**src/rtl/spi_memory_master.sv**
```systemverilog
// Mode-0 SPI initiator for single-byte reads/writes against the SPI memory responder.
// Optional define SPI_MASTER_MISO_SYNC_EN adds a two-flop MISO synchronizer (needs CLK_DIV >= 3).
module spi_memory_master #(
    parameter int CLK_DIV    = 4,
    parameter int TURNAROUND = 2,
    parameter int CS_IDLE    = 2
) (
    input  logic       clk,
    input  logic       reset,
    input  logic       start,
    input  logic       rw,
    input  logic [6:0] addr,
    input  logic [7:0] wdata,
    output logic       busy,
    output logic       done,
    output logic [7:0] rdata,
    output logic       cs_pin,
    output logic       sclk_pin,
    output logic       mosi_pin,
    input  logic       miso_pin
);

    localparam int            CW       = (CLK_DIV > 1) ? $clog2(CLK_DIV) : 1;
    localparam logic [CW-1:0] CNT_MAX  = CW'(CLK_DIV - 1);
    localparam bit            HAS_GAP  = (TURNAROUND > 0);
    localparam logic [7:0]    GAP_LAST = 8'(TURNAROUND - 1);
    localparam logic [7:0]    IDL_LAST = 8'(CS_IDLE - 1);

    typedef enum logic [2:0] {
        IDLE, SETUP, CMD, GAP, DATA, HOLD, CSWAIT
    } state_t;

    state_t        state, state_n;
    logic [CW-1:0] cnt, cnt_n;
    logic [7:0]    bit_cnt, bit_cnt_n;
    logic [7:0]    cmd_sh, cmd_sh_n;
    logic [7:0]    data_sh, data_sh_n;
    logic          rw_q, rw_q_n;
    logic          sclk_n, mosi_n, cs_n, busy_n, done_n;
    logic [7:0]    rdata_n;
    logic          tc;
    logic          miso_cap;
    logic [CW-1:0] cap_at;

`ifdef SPI_MASTER_MISO_SYNC_EN
    generate
        if (CLK_DIV < 3) begin : g_div_check
            $error("spi_memory_master: CLK_DIV must be >= 3 with the MISO synchronizer");
        end
    endgenerate

    logic miso_s1, miso_s2;

    always_ff @(posedge clk or posedge reset) begin
        if (reset) begin
            miso_s1 <= 1'b0;
            miso_s2 <= 1'b0;
        end else begin
            miso_s1 <= miso_pin;
            miso_s2 <= miso_s1;
        end
    end

    // Synchronizer adds two cycles, so sample two cycles into the high phase.
    assign miso_cap = miso_s2;
    assign cap_at   = CW'(2);
`else
    assign miso_cap = miso_pin;
    assign cap_at   = '0;
`endif

    assign tc = (cnt == CNT_MAX);

    always_comb begin
        state_n   = state;
        cnt_n     = '0;
        bit_cnt_n = bit_cnt;
        cmd_sh_n  = cmd_sh;
        data_sh_n = data_sh;
        rw_q_n    = rw_q;
        sclk_n    = sclk_pin;
        mosi_n    = mosi_pin;
        cs_n      = cs_pin;
        busy_n    = busy;
        done_n    = 1'b0;
        rdata_n   = rdata;

        if (state != IDLE)
            cnt_n = tc ? '0 : cnt + 1'b1;

        case (state)
            IDLE: begin
                if (start) begin
                    state_n   = SETUP;
                    cmd_sh_n  = {addr, rw};
                    data_sh_n = wdata;
                    rw_q_n    = rw;
                    mosi_n    = addr[6];
                    cs_n      = 1'b0;
                    busy_n    = 1'b1;
                    bit_cnt_n = '0;
                end
            end
            SETUP: begin
                if (tc) begin
                    state_n = CMD;
                    sclk_n  = 1'b1;
                end
            end
            CMD: begin
                if (tc) begin
                    if (!sclk_pin) begin
                        sclk_n = 1'b1;
                    end else begin
                        sclk_n    = 1'b0;
                        cmd_sh_n  = {cmd_sh[6:0], 1'b0};
                        mosi_n    = cmd_sh[6];
                        bit_cnt_n = bit_cnt + 8'd1;
                        if (bit_cnt == 8'd7) begin
                            bit_cnt_n = '0;
                            if (rw_q && HAS_GAP) begin
                                state_n = GAP;
                                mosi_n  = 1'b0;
                            end else begin
                                state_n = DATA;
                                mosi_n  = rw_q ? 1'b0 : data_sh[7];
                            end
                        end
                    end
                end
            end
            GAP: begin
                if (tc) begin
                    if (!sclk_pin) begin
                        sclk_n = 1'b1;
                    end else begin
                        sclk_n    = 1'b0;
                        bit_cnt_n = bit_cnt + 8'd1;
                        if (bit_cnt == GAP_LAST) begin
                            bit_cnt_n = '0;
                            state_n   = DATA;
                        end
                    end
                end
            end
            DATA: begin
                if (rw_q && sclk_pin && cnt == cap_at)
                    data_sh_n = {data_sh[6:0], miso_cap};
                if (tc) begin
                    if (!sclk_pin) begin
                        sclk_n = 1'b1;
                    end else begin
                        sclk_n    = 1'b0;
                        bit_cnt_n = bit_cnt + 8'd1;
                        if (!rw_q) begin
                            data_sh_n = {data_sh[6:0], 1'b0};
                            mosi_n    = data_sh[6];
                        end
                        if (bit_cnt == 8'd7) begin
                            bit_cnt_n = '0;
                            state_n   = HOLD;
                            mosi_n    = 1'b0;
                        end
                    end
                end
            end
            HOLD: begin
                if (tc) begin
                    state_n = CSWAIT;
                    cs_n    = 1'b1;
                    done_n  = 1'b1;
                    if (rw_q)
                        rdata_n = data_sh;
                end
            end
            CSWAIT: begin
                if (tc) begin
                    bit_cnt_n = bit_cnt + 8'd1;
                    if (bit_cnt == IDL_LAST) begin
                        bit_cnt_n = '0;
                        state_n   = IDLE;
                        busy_n    = 1'b0;
                    end
                end
            end
            default: begin
                state_n = IDLE;
                cs_n    = 1'b1;
                sclk_n  = 1'b0;
                busy_n  = 1'b0;
            end
        endcase
    end

    always_ff @(posedge clk or posedge reset) begin
        if (reset) begin
            state    <= IDLE;
            cnt      <= '0;
            bit_cnt  <= '0;
            cmd_sh   <= '0;
            data_sh  <= '0;
            rw_q     <= 1'b0;
            sclk_pin <= 1'b0;
            mosi_pin <= 1'b0;
            cs_pin   <= 1'b1;
            busy     <= 1'b0;
            done     <= 1'b0;
            rdata    <= '0;
        end else begin
            state    <= state_n;
            cnt      <= cnt_n;
            bit_cnt  <= bit_cnt_n;
            cmd_sh   <= cmd_sh_n;
            data_sh  <= data_sh_n;
            rw_q     <= rw_q_n;
            sclk_pin <= sclk_n;
            mosi_pin <= mosi_n;
            cs_pin   <= cs_n;
            busy     <= busy_n;
            done     <= done_n;
            rdata    <= rdata_n;
        end
    end

endmodule

```
**config.mk**
```make
export PLATFORM = sky130hd
export DESIGN_NAME = spi_memory_master
export DESIGN_NICKNAME = d
export VERILOG_FILES = /design/src/rtl/spi_memory_master.sv
export SDC_FILE = /design/constraint.sdc
export NUM_CORES = 1
export LEC_CHECK = 0
export BUFFER_PORTS_ARGS = -buffer_cell sky130_fd_sc_hd__buf_2
export CAP_MARGIN = 40
export CORE_ASPECT_RATIO = 1.1
export CORE_MARGIN = 8
export CORE_UTILIZATION = 50
export CTS_CLUSTER_DIAMETER = 120
export DETAILED_ROUTE_END_ITERATION = 12
export PLACE_DENSITY = 0.8
export RECOVER_POWER = 100
export SKIP_CTS_REPAIR_TIMING = 1
export SLEW_MARGIN = 20
export SYNTH_ARGS = -nofsm -noshare
export SYNTH_HDL_FRONTEND = slang
export SYNTH_SLANG_ARGS = --single-unit
```
**constraint.sdc**
```tcl
create_clock -name clk -period 2.75 [get_ports clk]
set_input_delay 0.275 -clock clk [delete_from_list [all_inputs] [get_ports clk]]
set_output_delay 0.275 -clock clk [all_outputs]
set_load 0.02 [all_outputs]
```
---- Yosys cells after proc, flatten, opt, wreduce, memory -nomap -nowiden ----
Cells that the tools add are included.
word-level totals
  register bits after elaboration ......... 42
  bits of input ports ..................... 20
  output and inout port bits .............. 13
  word-level logic and storage cells ...... 127
operators by class
  $add $sub $neg .......................... 2
  equal/unequal tests ..................... 27
  muxes and demuxes ....................... 59
  bitwise logic cells ..................... 3
  reductions and logical operators ........ 24
operators with widths
  kind                 count
  $mux 8               13
  $mux 3               15
  $pmux 8 s4           1
  $ne 2x2->1 const B   14
  $mux 7               3
  $pmux 3 s7           1
  $mux 1               18
  $pmux 8 s2           1
  $pmux 7 s2           1
  $reduce_and 14->1    1
  $reduce_and 7->1     2
  $pmux 1 s3           4
  $reduce_or 5->1      2
  $eq 3x3->1 const B   3
  $reduce_and 3->1     3
  $add 8x1->8 const B  1
  $eq 8x1->1 const B   1
  $eq 8x3->1 const B   1
  $reduce_and 4->1     2
  $eq 3x2->1 const B   2
  $ne 2x1->1 const B   3
  $reduce_bool 3->1    2
  $reduce_or 3->1      2
  $mux 2               2
  12 further kinds     17

---- Depth between registers and ports, before layout ----
  depth after elaboration ................. 7
  gate-level depth with buffers ........... 8
  mapped depth without buffers ............ 7

---- Worst setup path before layout ----
Ideal clock, no wire load.
  path type ............................... register to register
  start point ............................. register bit_cnt[3]
  end point ............................... register bit_cnt[6]
  setup time .............................. 126 ps
  arrival ................................. 1825 ps
  required time ........................... 2624 ps
  setup slack ............................. 799 ps
  cell stages (with the launch flop) ...... 7
  buffers on the path ..................... 1
  clock period less this slack ............ 1951 ps
  cell sequence ........................... dfrtp_1 > buf_6 > or4_4 > a211o_1 > o21a_1 > and3_1 > a221o_1
on the way
  longest elaborated chain between the ends .. 5
  elaborated cells on any way between the ends .. 11
  those cells by class .................... 1 x add/sub; 2 x eq/ne; 8 x mux
ends and longest elaborated chain
  element                                    line      source
  start, declared                            35        logic [7:0] bit_cnt, bit_cnt_n;
  start signal, assigned                     212       bit_cnt <= bit_cnt_n;
  $add 8x1->8, or another cell as far along  -
  $mux 8 (on tied branches)                  -
  $mux 8 (on tied branches)                  112, 134
  $mux 8 (on tied branches)                  149, 133
  $pmux 8 s4 (*)                             91        case (state)
Mark *: on every way between the ends. The rest lies on a longest branch, timed or not. The select of a mux whose other input is x is not followed.
A chain may end at the register's enable or synchronous reset.

---- Final worst setup path ----
  start point ............................. register state[1]
  end point ............................... register rdata[5]
on the way
  longest elaborated chain between the ends .. 2
ends and longest elaborated chain
  element                            line  source
  start, declared                    33    state_t state, state_n;
  start signal, assigned             210   state <= state_n;
  $eq 3x3->1                         91
  $reduce_and 3->1 (no source line)  -
  end signal, assigned               221   rdata <= rdata_n;
  end, declared                      16    output logic [7:0] rdata,
Every way passes these cells.

==> metrics.md <==
| Metric | Value |
|---|---|
| Result of the run | finished, final reports clean |
| Overflow left after global routing | 0 |
| Top cells by count, synth | 41 x sky130_fd_sc_hd__dfrtp_1, 22 x sky130_fd_sc_hd__nand2_1, 19 x sky130_fd_sc_hd__a21oi_1 |
| Slowest library cell on the worst path | sky130_fd_sc_hd__clkbuf_1 |
| Last weighted congestion value of the routability-driven placer | 0.8475 |
| Clk_lat worst skew | 0.30 ns |
| Worst flop-to-flop path startpoint | state[1]$_DFFE_PP0P_ |
| Standby leakage power | 1.180 nW |
| Dpl cells | 310 |
| Cell class contributing the biggest share of worst-path delay | buffers and inverters |
| Drc violations | 0 |
| Stage delay of the slowest cell on the critical path | 0.52 ns |
| Power density over cell area | 450.0 mW/mm2 |
| Rows | 25 |
| Crit path buf inv count | 2 |
| Final Hold Vio Count | 0 |
| Deepest clock path buffer count | 2 |
| Asr flop ratio synth | 1.000 |
| Worst-case headroom to the max-slew limit | 0.5670 |
| Worst VDD drop | 0.0004760 V |
| Largest net degree at the start of global routing | 43 |
| Post-Synthesis Cells | 232 |
| Level count of the clock H-tree | 2 |
| Total half-perimeter wirelength after legalization and detailed placement | 3548 um |
| Worst endpoint data arrival time | 2.46 ns |
| Cell variety after synth | 46 |
| Cell with the most instances after synthesis | sky130_fd_sc_hd__dfrtp_1 |
| End of the worst register-to-register path | rdata[5]$_DFFE_PP0P_ |
| Area delta synth->final | 13.14% |
| TritonCTS buffer count | 5 |
| Final sum of negative setup slack | 0 ns |
| Root Driver | sky130_fd_sc_hd__clkbuf_8 |
| Max-slew violation count | 0 |
| Clock tree skew after final layout | 0.009925 ns |
| Fin crit period | 2.276 ns |
| Via Count | 1,815 |
| Clock slew at the register clock pins of the worst setup and hold paths | 0.08 ns |
| First-pass iteration count of the detailed router | 4 |
| Number of warning messages in the yosys log | 0 |
| Transition time at the pin with the least slew margin | 0.6495 ns |
| Antenna violations before repair | 0 |
| Max-cap violation count | 0 |
| Avg Cell Area, Syn | 9.648 um2 |
| Primary flip-flop cell chosen by synthesis mapping | sky130_fd_sc_hd__dfrtp_1 |
| Summed instance area of the synthesized netlist | 0.002238 mm2 |
| # IOs | 33 |
| Most repeated library cell on the critical path | sky130_fd_sc_hd__nand2_1 |
| Critical Setup Path Class | reg -> reg |
| Register-to-Register Path Depth | 6 |
| DRT Wirelength | 4945 um |
| Die outline width | 79.80 um |
| Per-cell routed wire length | 15.55 um |
| Cell taking the most area after synthesis | sky130_fd_sc_hd__dfrtp_1 |
| Flop-to-flop setup slack | 0.47 ns |
| Starting density of the core | 0.5186 |
| Number of global-route vias before repair | 1,843 |
| DIE AREA | 0.006876 mm2 |
| Endpoint type of the worst setup path | register |
| Clock Sinks | 42 |
| Per-cell via count in the routed design | 5.708 |
| Number of port buffers | 32 |
| Setup Viol. Count Final | 0 |
| Vertical die dimension | 86.18 um |
| Type of the most critical hold path | in -> async |
| Post-synth top area share | 0.4584 |
| Leading cell types by total area after synthesis | sky130_fd_sc_hd__dfrtp_1 46%, sky130_fd_sc_hd__mux2_2 6.0%, sky130_fd_sc_hd__a21oi_1 4.2%, sky130_fd_sc_hd__o21ai_0 4.0%, sky130_fd_sc_hd__nand2_1 3.7% |
| Sequential element share of the synthesized area | 0.4701 |
| Core area | 0.004317 mm2 |
| CTS tree | built |
| First-pass GRT wire length | 8493 um |
| Initial drt markers | 147 |
| Post-layout instance count excluding filler cells | 318 |
| Data required time at the worst endpoint | 2.93 ns |
| Ratio of cells with drive above 1 in the final layout | 0.1856 |
| Share of the cycle needed by the critical path after routing | 0.8276 |
| N_diodes | 0 |
| Cells along the critical path | clkbuf_1 > inv_1 > nand2_1 > nor2_1 > nand2_1 > mux2_2 |
| Setup repair after global routing missed its margin | no |
| Number of flops mapped to enable cells by yosys | 0 |
| CP max FO | 16 |
| Number of nets produced by synthesis | 256 |
| Achievable Freq | 439.4 MHz |
| Overall fraction of global-route tracks in use | 0.1541 |
| Number of nets in the final layout | 287 |
| Post-route ant nets | 0 |
| Number of synthesized register bits | 42 |
| Launching element type of the critical path | register |
==> power by group <==
group / internal (mW) / total [mW] / switching, mW / leakage (nW)
Sequential: 0.617 / 0.617 / 0 / 0.548
Clock: 0.272 / 0.492 / 0.220 / 0.0585
Combinational: 0.0126 / 0.0307 / 0.0181 / 0.573
Total: 0.902 / 1.14 / 0.238 / 1.18
==> routing by layer <==
layer	GRT usage	up-vias	routed length, um
met4	0.06126	0	67
met5	0	-	0
met1	0.1902	872	2185
met2	0.2381	43	2389
li1	-	895	-
met3	0.05590	5	303
==> logic make-up (layout without fill, tap and decap cells) <==
family	Yosys count	after routing	share of synthesized area
adder cells (fa/ha/maj)	4	4	0.02236
AO/OA/AOI/OAI	67	67	0.1850
AND/OR/NAND/NOR	70	70	0.1694
buffers and inverters	28	60	0.05198
flip-flops	42	42	0.4701
multiplexers	21	21	0.1012
==> flip-flops by register name (all words and copies together), names as in the netlist <==
register / cells
bit_cnt: 8
done: 1
cs_pin: 1
state: 3
data_sh: 8
sclk_pin: 1
rw_q: 1
busy: 1
mosi_pin: 1
cnt: 2
cmd_sh: 7
rdata: 8
==> per-stage QoR <==
step / hold WS (ns) / util / total power, mW / worst slack (ns) / instance area [um2]
after detailed placement: 0.4337 / 0.5661 / 0.6609 / 0.7151 / 2444
after global routing: 0.1617 / 0.5867 / 1.191 / 0.3207 / 2532
after floorplan: 0.3907 / - / 0.6414 / 0.7991 / 2238
after CTS: 0.1043 / 0.5922 / 1.155 / 0.6751 / 2556
after global placement: 0.4346 / 0.5661 / 0.6610 / 0.7615 / 2444
final: 0.09440 / 0.5867 / 1.139 / 0.4740 / 2532
==> cells in the final DEF (no fill, tap or decap), types with 2 or more instances in the layout <==
cell / Yosys / final
sky130_fd_sc_hd__o22ai_1: 10 / 10
sky130_fd_sc_hd__and3_1: 4 / 4
sky130_fd_sc_hd__dfrtp_1: 41 / 41
sky130_fd_sc_hd__a31o_2: 2 / 2
sky130_fd_sc_hd__buf_2: 3 / 19
sky130_fd_sc_hd__mux2_2: 12 / 12
sky130_fd_sc_hd__nand2_1: 22 / 22
sky130_fd_sc_hd__a21oi_1: 19 / 19
sky130_fd_sc_hd__clkbuf_8: 0 / 5
sky130_fd_sc_hd__nand2b_1: 4 / 4
sky130_fd_sc_hd__o21ai_0: 18 / 18
sky130_fd_sc_hd__o311ai_0: 2 / 2
sky130_fd_sc_hd__nand3b_1: 2 / 2
sky130_fd_sc_hd__ha_1: 4 / 4
sky130_fd_sc_hd__a31oi_1: 2 / 2
sky130_fd_sc_hd__a21o_1: 2 / 2
sky130_fd_sc_hd__mux2i_1: 8 / 8
sky130_fd_sc_hd__inv_1: 15 / 15
sky130_fd_sc_hd__nand3_1: 7 / 7
sky130_fd_sc_hd__nor3b_1: 3 / 3
sky130_fd_sc_hd__clkbuf_1: 7 / 14
sky130_fd_sc_hd__a22o_1: 3 / 3
sky130_fd_sc_hd__nor3_1: 4 / 4
sky130_fd_sc_hd__nor2_1: 10 / 10
sky130_fd_sc_hd__nand4_1: 2 / 2
sky130_fd_sc_hd__buf_4: 0 / 4
sky130_fd_sc_hd__nor2b_1: 4 / 4
==> how the worst max path moves through the flow <==
stage,from,to,slack [ns],cells after the start
floorplan,bit_cnt[3]$_DFFE_PP0P_,bit_cnt[6]$_DFFE_PP0P_,0.80,6
global placement,bit_cnt[3]$_DFFE_PP0P_,state[2]$_DFFE_PP0P_,0.76,5
detailed placement,state[1]$_DFFE_PP0P_,bit_cnt[7]$_DFFE_PP0P_,0.72,4
CTS,state[1]$_DFFE_PP0P_,bit_cnt[7]$_DFFE_PP0P_,0.68,4
global route,state[1]$_DFFE_PP0P_,bit_cnt[7]$_DFFE_PP0P_,0.32,5
finish,state[1]$_DFFE_PP0P_,rdata[5]$_DFFE_PP0P_,0.47,6
==> final cells by class <==
cell class | instances | area, um2
multi-input combinational | 162 | 1066
tap | 54 | 67.56
clock inverter | 3 | 43.79
sequential | 42 | 1052
fill | 404 | 1784
timing repair buffer | 37 | 177.7
clock buffer | 5 | 68.82
inverter | 15 | 56.30
==> worst reg2reg max path: cells and delay by family, from the launching register on <==
kind / cells / cell delay, ns
buf+inv: 2 / 0.76
simple gates: 3 / 0.60
flops: 1 / 0.41
mux: 1 / 0.38
Power figures use the tool's default switching activity.
